$ cat src/rtl/dcache_pkg.sv
// Shared geometry, FSM state encoding and memory-request payload for the
// 8-line x 4-byte direct-mapped write-back data cache.
package dcache_pkg;

  localparam int unsigned TAG_W      = 3;
  localparam int unsigned IDX_W      = 3;
  localparam int unsigned OFF_W      = 2;
  localparam int unsigned LINES      = 8;
  localparam int unsigned BLOCK_W    = 32;
  localparam int unsigned BYTE_W     = 8;
  localparam int unsigned ADDR_W     = TAG_W + IDX_W + OFF_W;
  localparam int unsigned BLK_ADDR_W = TAG_W + IDX_W;

  typedef enum logic [1:0] {
    IDLE      = 2'd0,
    WRITEBACK = 2'd1,
    FETCH     = 2'd2,
    FILL      = 2'd3
  } state_e;

  typedef struct packed {
    logic                  rd;
    logic                  wr;
    logic [BLK_ADDR_W-1:0] addr;
    logic [BLOCK_W-1:0]    wdata;
  } mem_req_t;

endpackage

$ cat src/rtl/dcache_ctrl.sv
// Miss-handling FSM: decides write-back/fetch/fill sequencing and drives the
// memory-side request; the line arrays live in the parent.
module dcache_ctrl
  import dcache_pkg::*;
(
  input  logic               clk,
  input  logic               rst_n,
  input  logic               req,
  input  logic               hit,
  input  logic               victim_dirty,
  input  logic               mem_busywait,
  input  logic [TAG_W-1:0]   req_tag,
  input  logic [IDX_W-1:0]   idx,
  input  logic [TAG_W-1:0]   victim_tag,
  input  logic [BLOCK_W-1:0] victim_data,
  output state_e             state_q,
  output mem_req_t           mem_req_c,
  output logic               busy_c
);

  state_e state_d;

  always_ff @(posedge clk or negedge rst_n) begin
    if (!rst_n) state_q <= IDLE;
    else        state_q <= state_d;
  end

  always_comb begin
    state_d   = state_q;
    mem_req_c = '0;
    busy_c    = 1'b0;
    case (state_q)
      IDLE: begin
        busy_c = req & ~hit;
        if (req && !hit) state_d = victim_dirty ? WRITEBACK : FETCH;
      end
      WRITEBACK: begin
        busy_c          = 1'b1;
        mem_req_c.wr    = 1'b1;
        mem_req_c.addr  = {victim_tag, idx};
        mem_req_c.wdata = victim_data;
        if (!mem_busywait) state_d = FETCH;
      end
      FETCH: begin
        busy_c         = 1'b1;
        mem_req_c.rd   = 1'b1;
        mem_req_c.addr = {req_tag, idx};
        if (!mem_busywait) state_d = FILL;
      end
      FILL: begin
        busy_c  = 1'b1;
        state_d = IDLE;
      end
      default: state_d = IDLE;
    endcase
  end

endmodule

$ cat src/rtl/dcache.sv
// Direct-mapped, write-back, write-allocate data cache: 8 lines x 4 bytes.
// Hits complete without stalling; misses are sequenced by dcache_ctrl.
module dcache
  import dcache_pkg::*;
(
  input  logic                  CLK,
  input  logic                  RESET,
  input  logic                  READ,
  input  logic                  WRITE,
  input  logic [ADDR_W-1:0]     ADDRESS,
  input  logic [BYTE_W-1:0]     WRITEDATA,
  output logic [BYTE_W-1:0]     READDATA,
  output logic                  BUSYWAIT,
  output logic                  MEM_READ,
  output logic                  MEM_WRITE,
  output logic [BLK_ADDR_W-1:0] MEM_ADDRESS,
  output logic [BLOCK_W-1:0]    MEM_WRITEDATA,
  input  logic [BLOCK_W-1:0]    MEM_READDATA,
  input  logic                  MEM_BUSYWAIT
);

  logic [TAG_W-1:0] tag;
  logic [IDX_W-1:0] idx;
  logic [OFF_W-1:0] off;

  logic [LINES-1:0]              valid_q, valid_d;
  logic [LINES-1:0]              dirty_q, dirty_d;
  logic [LINES-1:0][TAG_W-1:0]   tag_q, tag_d;
  logic [LINES-1:0][BLOCK_W-1:0] data_q, data_d;

  logic     hit_c;
  logic     busy_c;
  state_e   state_q;
  mem_req_t mem_req_c;

  assign tag   = ADDRESS[ADDR_W-1 -: TAG_W];
  assign idx   = ADDRESS[OFF_W +: IDX_W];
  assign off   = ADDRESS[OFF_W-1:0];
  assign hit_c = valid_q[idx] & (tag_q[idx] == tag);

  dcache_ctrl u_ctrl (
    .clk          (CLK),
    .rst_n        (RESET),
    .req          (READ | WRITE),
    .hit          (hit_c),
    .victim_dirty (valid_q[idx] & dirty_q[idx]),
    .mem_busywait (MEM_BUSYWAIT),
    .req_tag      (tag),
    .idx          (idx),
    .victim_tag   (tag_q[idx]),
    .victim_data  (data_q[idx]),
    .state_q      (state_q),
    .mem_req_c    (mem_req_c),
    .busy_c       (busy_c)
  );

  // Reset must silence the stall even while a request is still held high.
  assign BUSYWAIT      = RESET & busy_c;
  assign MEM_READ      = mem_req_c.rd;
  assign MEM_WRITE     = mem_req_c.wr;
  assign MEM_ADDRESS   = mem_req_c.addr;
  assign MEM_WRITEDATA = mem_req_c.wdata;
  assign READDATA      = (READ && hit_c && state_q == IDLE)
                         ? data_q[idx][{off, 3'b000} +: BYTE_W] : '0;

  always_comb begin
    valid_d = valid_q;
    dirty_d = dirty_q;
    tag_d   = tag_q;
    data_d  = data_q;
    if (state_q == FILL) begin
      valid_d[idx] = 1'b1;
      dirty_d[idx] = 1'b0;
      tag_d[idx]   = tag;
      data_d[idx]  = MEM_READDATA;
    end else if (state_q == IDLE && WRITE && hit_c) begin
      data_d[idx][{off, 3'b000} +: BYTE_W] = WRITEDATA;
      dirty_d[idx] = 1'b1;
    end
  end

  always_ff @(posedge CLK or negedge RESET) begin
    if (!RESET) begin
      valid_q <= '0;
      dirty_q <= '0;
    end else begin
      valid_q <= valid_d;
      dirty_q <= dirty_d;
    end
  end

  // Tags and data are only meaningful under a valid bit, so they skip reset.
  always_ff @(posedge CLK) begin
    tag_q  <= tag_d;
    data_q <= data_d;
  end

endmodule

$ cat config.mk
export PLATFORM = sky130hd
export DESIGN_NAME = dcache
export DESIGN_NICKNAME = d
export VERILOG_FILES = /design/src/rtl/dcache_pkg.sv /design/src/rtl/dcache_ctrl.sv /design/src/rtl/dcache.sv
export SDC_FILE = /design/constraint.sdc
export NUM_CORES = 1
export LEC_CHECK = 0
export ABC_AREA = 1
export CAP_MARGIN = 30
export CORE_MARGIN = 4
export CORE_UTILIZATION = 23
export DETAILED_ROUTE_END_ITERATION = 8
export GPL_TIMING_DRIVEN = 0
export HOLD_SLACK_MARGIN = 0.03
export MAX_ROUTING_LAYER = met4
export PLACE_DENSITY = 0.5
export SKIP_CTS_REPAIR_TIMING = 1
export SYNTH_ARGS = -nofsm -noshare
export SYNTH_HDL_FRONTEND = slang
export SYNTH_SLANG_ARGS = --single-unit
$ cat constraint.sdc
create_clock -name CLK -period 2.77 [get_ports CLK]
set_input_delay 0.554 -clock CLK [delete_from_list [all_inputs] [get_ports CLK]]
set_output_delay 0.554 -clock CLK [all_outputs]
set_load 0.005 [all_outputs]
**After elaboration in Yosys (flattened, before gate mapping)**

Index checks and enable logic that the tools add are counted.

- Order comparisons: 2
- Multipliers: 0
- Div/mod/pow operators: 0
- Equality and inequality tests: 7
- $add $sub $neg: 1
- Bitwise gates (word level): 10
- Reduce and logical (&&, ||, !) cells: 11
- Shift-type cells: 3
- Multiplexer cells: 34

Operator list:

| operator | number |
|---|---|
| 256-bit bitwise mux | 2 |
| 256-bit 2-to-1 mux | 2 |
| 32-bit demux with 3-bit select | 2 |
| 32-bit 2-to-1 mux | 4 |
| 32-bit binary-select mux with 3-bit select | 1 |
| 8-bit by 7-bit variable shift with 32-bit output, first input constant | 1 |
| 32-bit by 6-bit indexed part select with 8-bit output | 1 |
| 8-bit by 7-bit indexed part select with 32-bit output | 1 |
| 24-bit bitwise mux | 1 |
| 8-bit 2-to-1 mux | 3 |
| 8-bit OR | 2 |
| 6-bit case mux with 2 select lines | 1 |
| 3-bit binary-select mux with 3-bit select | 1 |
| 3-bit demux with 3-bit select | 1 |
| 8-bit bitwise AND | 1 |
| 2-bit 2-to-1 mux | 4 |
| 8-bit inverter | 1 |
| 2-bit case mux with 4 select lines | 1 |
| 5-bit negation with 7-bit output | 1 |
| 1-bit binary-select mux with 3-bit select | 2 |
| 1-bit logical AND | 6 |
| 3-bit 2-to-1 mux | 2 |
| 1-bit 2-to-1 mux | 5 |
| 1-bit bitwise AND | 4 |
| other kinds (16) | 18 |

- ROM bits: 0
- Bits in latches: 0
- Memories kept: 0
- Register bits: 298
- Word-level logic and storage cells: 87
- RAM bits: 0
- Output and inout port bits: 49

**Longest topological paths before layout**

- Depth after elaboration: 8
- Depth in mapped cells: 16
- Mapped depth without buffers: 14

**By module**

Synthesis repeated with hierarchy kept, for this count alone.

- Cells, all modules: 1568
- Area total of the unflattened synthesis: 15039.4 um^2

Modules (own cells, without submodules):

| module | sequential area each (um^2) | cells each | area each (um^2) | times used |
|---|---|---|---|---|
| dcache | 8808.4 | 1455 | 14476.4 | 1 |
| dcache_ctrl | 50.0 | 113 | 563.0 | 1 |

**Worst setup path before layout**

Ideal clock, no wire load.

- Path kind: in2reg
- Start: in ADDRESS[0]
- End: reg data_q[0] (netlist name) (data pin)
- Buffers on the path: 2
- Stages on the path: 8
- Path slack: 0.167 ns
- Setup time: 0.162 ns
- Data arrival time: 2.441 ns
- Cell sequence: clkinv_1 -> clkbuf_1 -> ha_1 -> clkbuf_1 -> inv_1 -> nor3_1 -> nand3_1 -> o22ai_1

RTL lines:

| what | RTL line | source |
|---|---|---|
| from (decl) | dcache.sv:10 | `input logic [ADDR_W-1:0] ADDRESS,` |
| to (signal assigned) | dcache.sv:95 | `data_q <= data_d;` |
| to (decl) | dcache.sv:29 | `logic [LINES-1:0][BLOCK_W-1:0] data_q, data_d;` |

**Worst setup path in the final report**

- Start: in ADDRESS[3]
- End: out READDATA[0]

- Cells in the longest elaborated chain, start to end: 7
- Elaborated cells between the ends (all ways): 12
- Those cells by class: eq/ne (1); shift (1); mux (7); bitwise (1); reduce/logical (2)

Ends and longest elaborated chain:

| what | RTL line | source |
|---|---|---|
| branches (longest 6 deep; another with 32-bit binary-select mux with 3-bit select) | -- |  |
| 8-bit 2-to-1 mux * | dcache.sv:64 | `? data_q[idx][{off, 3'b000} +: BYTE_W] : '0;` |
| to (decl) | dcache.sv:12 | `output logic [BYTE_W-1:0] READDATA,` |

Mark *: on every way between the ends. The select of a mux whose other input is x is not followed.

==> results.md <==
- The run finished, with violations left.
- The final reports fail on negative setup slack.
- The floorplan step set the die height to 262.6 um.
- The congestion estimate from routability-driven global placement came to 0.9670.
- The largest net degree at the start of global routing is 20.
- For the final routed database, the setup TNS stands at -4652 ps.
- The worst hold path belongs to the class primary input to asynchronous set/reset pin.
- The worst setup path is captured at an output pin.
- The final core utilization is 0.3242.
- For the finished layout, the period the worst path requires is 3057 ps.
- Once routing completed, OpenROAD measured the worst setup slack at -286.7 ps.
- Across every metal layer, demand over resource in global routing totals 0.2016.
- The wire length of the first global-routing pass is just under 100000 um.
- The top cell types in the final layout, fill and taps aside, are sky130_fd_sc_hd__nand2_1, sky130_fd_sc_hd__edfxtp_1, sky130_fd_sc_hd__o22ai_1, sky130_fd_sc_hd__inv_1, sky130_fd_sc_hd__buf_4.
- The clock skew after layout is 18.26 ps.
- Setup repair after global routing could not meet its margin everywhere.
- The number of failing hold endpoints at the final stage is 0.
- The synthesized instance count is 1540.
- The maximum VDD drop is 0.0003531 V.
- The commonest non-fill, non-tap cell in the layout is sky130_fd_sc_hd__nand2_1.
- The cell taking the most area after synthesis is sky130_fd_sc_hd__edfxtp_1.
- The reported max-cap violation count is 0.
- Of the total power, registers draw 0.405.
- The effective utilization at floorplan is 0.2316.
- The mean area per synthesized cell is about 9.7 um^2.
- The netlist uses 34 different library cells.
- The total of buffers placed on input and output ports is 100.
- CTS built an H-tree with a depth of 2.
- STA classifies the critical path startpoint as a primary input.
- The async set or reset register ratio after synthesis is 0.06040.
- Static timing analysis puts the maximum clock frequency at 0.3272 GHz.
- At the pin with the least slew margin, the transition time is 867.6 ps.
- The fraction of power consumed by the clock network is 0.347.
- The horizontal die dimension is 262.6 um.
- Data on the critical path is required at its endpoint by 2220 ps.
- The fraction of layout instances using a drive strength above 1 is 0.2629.
- The total number of vias is between 10000 and 15000.
- The leakage power is 7.692 nW.
- The count of nets left with antenna violations once routing finished came out at 0.
- The length of the first detailed-routing pass in iterations is 6.
- The total power is 0.01323 W.
- Dividing the detail-routed wire length by the instance count gives 27.57 um.
- The instance count after placement with tap cells included is between 2000 and 3000.
- The longest clock path from root to sink contains 3 buffers.
- Of the total power, combinational logic draws 0.248.
- In the routed design, unresolved DRC markers number 0.
- The area of the mapped netlist is between 0.01 and 0.015 mm^2.
- The clock latency reported for the late side of the worst-skew pair is 560 ps.
- The number of vias per cell is 5.464.
- The die covers 0.06893 mm^2.
- The clock slew at the register clock pins of the worst setup and hold paths is approximately 60 ps.
- The clock tree root driver cell is sky130_fd_sc_hd__clkbuf_16.
- Fill cells in the final layout number about 6500.
- The starting DRC count in detailed routing is 2120.
- The worst-case headroom to the max-slew limit is 0.4216.
- After floorplanning, the core was divided into 93 placement rows.
- The count of pins over their slew limit is 0.
- After global routing the overflow that remains totals 0.
- The initial antenna violation count came to 1.
- The number of buffers created by CTS is 35.
- The share of the synthesized area in the top cell type is 0.5642.
- Summed over all nets, the switching power comes to 0.004166 W.
- The number of top-level design ports is 102.
- The total nets after synthesis is between 1500 and 2000.
- The wire length reported by the detailed router is 73310 um.
- The critical-path maximum fanout is 6.
- The ratio of total power to cell area is 634.2 mW/mm^2.
- The synthesized design contains 298 register bits.
- The share of the Yosys chip area taken by registers is 0.5944.
- The number of standard cells in the final layout excluding fillers is 2659.
- Hold timing on the final database bottoms out at a slack of roughly 280 ps.
- In this run the standard cell core region covers 0.06435 mm^2.
- Among all flip-flop cells after synthesis, the most frequent one is sky130_fd_sc_hd__edfxtp_1.
- The kind of critical path is primary input to output pin.
- The internal power of the cells is 0.009063 W.
- From synthesis to final layout, the design area changed by 39.96%.
- The number of global-route vias before repair is between 10000 and 15000.
- The clock net in this run drives a total of 298 sinks.
- TritonCTS built the clock tree.
- The net count reported at finish is ~1800.
- Yosys printed 0 warnings.
- The fraction of power spent switching nets is 0.3149.
- The half-perimeter wire length of the detailed placement result is 49280 um.
- Setup violations remaining at the end of the flow were counted as 82.
- By area the synthesized netlist is led by sky130_fd_sc_hd__edfxtp_1, sky130_fd_sc_hd__o22ai_1, sky130_fd_sc_hd__nand2_1.
- In the finished design, the share of the clock period the worst path needs comes to 1.104.
- Data arrives at the worst endpoint at 2500 ps.
- The number of synthesized flops with an enable pin is between 200 and 300.
[final cells by class]
type | count | area, um^2 | area share
flip-flops and latches | 298 | 8860 | 0.4247
diodes | 1 | 2.502 | 0.0001200
clock buffers | 44 | 950.9 | 0.04559
multi-input cells | 1034 | 6504 | 0.3118
inverters | 130 | 530.5 | 0.02543
clock inverters | 17 | 146.4 | 0.007018
plain buffers | 77 | 688.2 | 0.03299
well taps | 855 | 1070 | 0.05129
repair buffers | 203 | 2107 | 0.1010
[power groups by stage]
stage          registers, W  logic (W)  clock network [W]
2_1_floorplan       0.00541    0.00121                  0
4_1_cts             0.00536    0.00244            0.00463
6_report            0.00536    0.00327            0.00459
3_5_place_dp        0.00545    0.00244                  0
5_1_grt             0.00538    0.00341            0.00482
3_3_place_gp        0.00544    0.00238                  0
[stage by stage]
stage	worst slack (ps)	area, um^2
after floorplan	167.3	14900
after global placement	-2687	16970
after detailed placement	-2426	17090
after CTS	-2452	18190
after global routing	-334.6	20860
final	-286.7	20860
[cell families after synthesis]
logic type / synth area share
AOI/OAI and AO/OA: 0.1804
DFF: 0.5944
and+or+nand+nor: 0.1621
buffers and inverters: 0.05549
adders and majority gates: 0.007556
[critical path, cell delays in order]
cell,delay (ps)
sky130_fd_sc_hd__buf_12,110
sky130_fd_sc_hd__buf_8,120
sky130_fd_sc_hd__nor2_4,250
sky130_fd_sc_hd__nand2_4,120
sky130_fd_sc_hd__inv_2,100
sky130_fd_sc_hd__buf_6,140
sky130_fd_sc_hd__buf_8,180
sky130_fd_sc_hd__nand2_1,80
sky130_fd_sc_hd__nand2_1,80
sky130_fd_sc_hd__inv_1,60
sky130_fd_sc_hd__nand4_1,190
sky130_fd_sc_hd__nand3_2,140
sky130_fd_sc_hd__a21oi_4,210
sky130_fd_sc_hd__clkbuf_2,150
[registers in the layout, indices dropped and copies added, names as in the netlist, named ones only]
signal,cells
tag_q,24
valid_q,8
data_q,256
u_ctrl.state_q,2
[worst paths after layout]
| path | to | cells past startpoint | slack (ps) | from |
|---|---|---|---|---|
| setup / recovery | READDATA[0] | 14 | -290 | ADDRESS[3] |
| hold / removal | valid_q[5]$_DFFE_PN0P_ | 1 | 280 | RESET |
| setup reg to reg | data_q[29]$_DFFE_PP_ | 7 | -60 | u_ctrl.state_q[1]$_DFFE_PN0P_ |
| hold reg to reg | valid_q[0]$_DFFE_PN0P_ | 2 | 450 | valid_q[0]$_DFFE_PN0P_ |
| max in group asynchronous | u_ctrl.state_q[0]$_DFFE_PN0P_ | 2 | 2070 | RESET |
| min in group CLK | valid_q[0]$_DFFE_PN0P_ | 2 | 450 | valid_q[0]$_DFFE_PN0P_ |
[synth_stat cells, types with 3 or more instances]
library cell,number
sky130_fd_sc_hd__a211oi_1,3
sky130_fd_sc_hd__a21oi_1,109
sky130_fd_sc_hd__a22o_1,28
sky130_fd_sc_hd__a22oi_1,7
sky130_fd_sc_hd__and3_1,8
sky130_fd_sc_hd__buf_1,12
sky130_fd_sc_hd__buf_2,19
sky130_fd_sc_hd__clkbuf_1,43
sky130_fd_sc_hd__clkinv_1,9
sky130_fd_sc_hd__dfrtp_1,18
sky130_fd_sc_hd__edfxtp_1,280
sky130_fd_sc_hd__ha_1,9
sky130_fd_sc_hd__inv_1,111
sky130_fd_sc_hd__inv_2,10
sky130_fd_sc_hd__nand2_1,370
sky130_fd_sc_hd__nand3_1,84
sky130_fd_sc_hd__nand4_1,11
sky130_fd_sc_hd__nor2_1,87
sky130_fd_sc_hd__nor2_2,3
sky130_fd_sc_hd__nor3_1,5
sky130_fd_sc_hd__o21ai_0,36
sky130_fd_sc_hd__o22ai_1,252
sky130_fd_sc_hd__o32ai_1,4
sky130_fd_sc_hd__or2_2,7
[layer usage]
metal / global-route usage / share of wire
met3: 0.04475 / 0.12
met5: - / 0
met4: 0.07431 / 0.041
met2: 0.2956 / 0.43
met1: 0.2739 / 0.41
No activity file was read; power rests on OpenSTA's default activity.
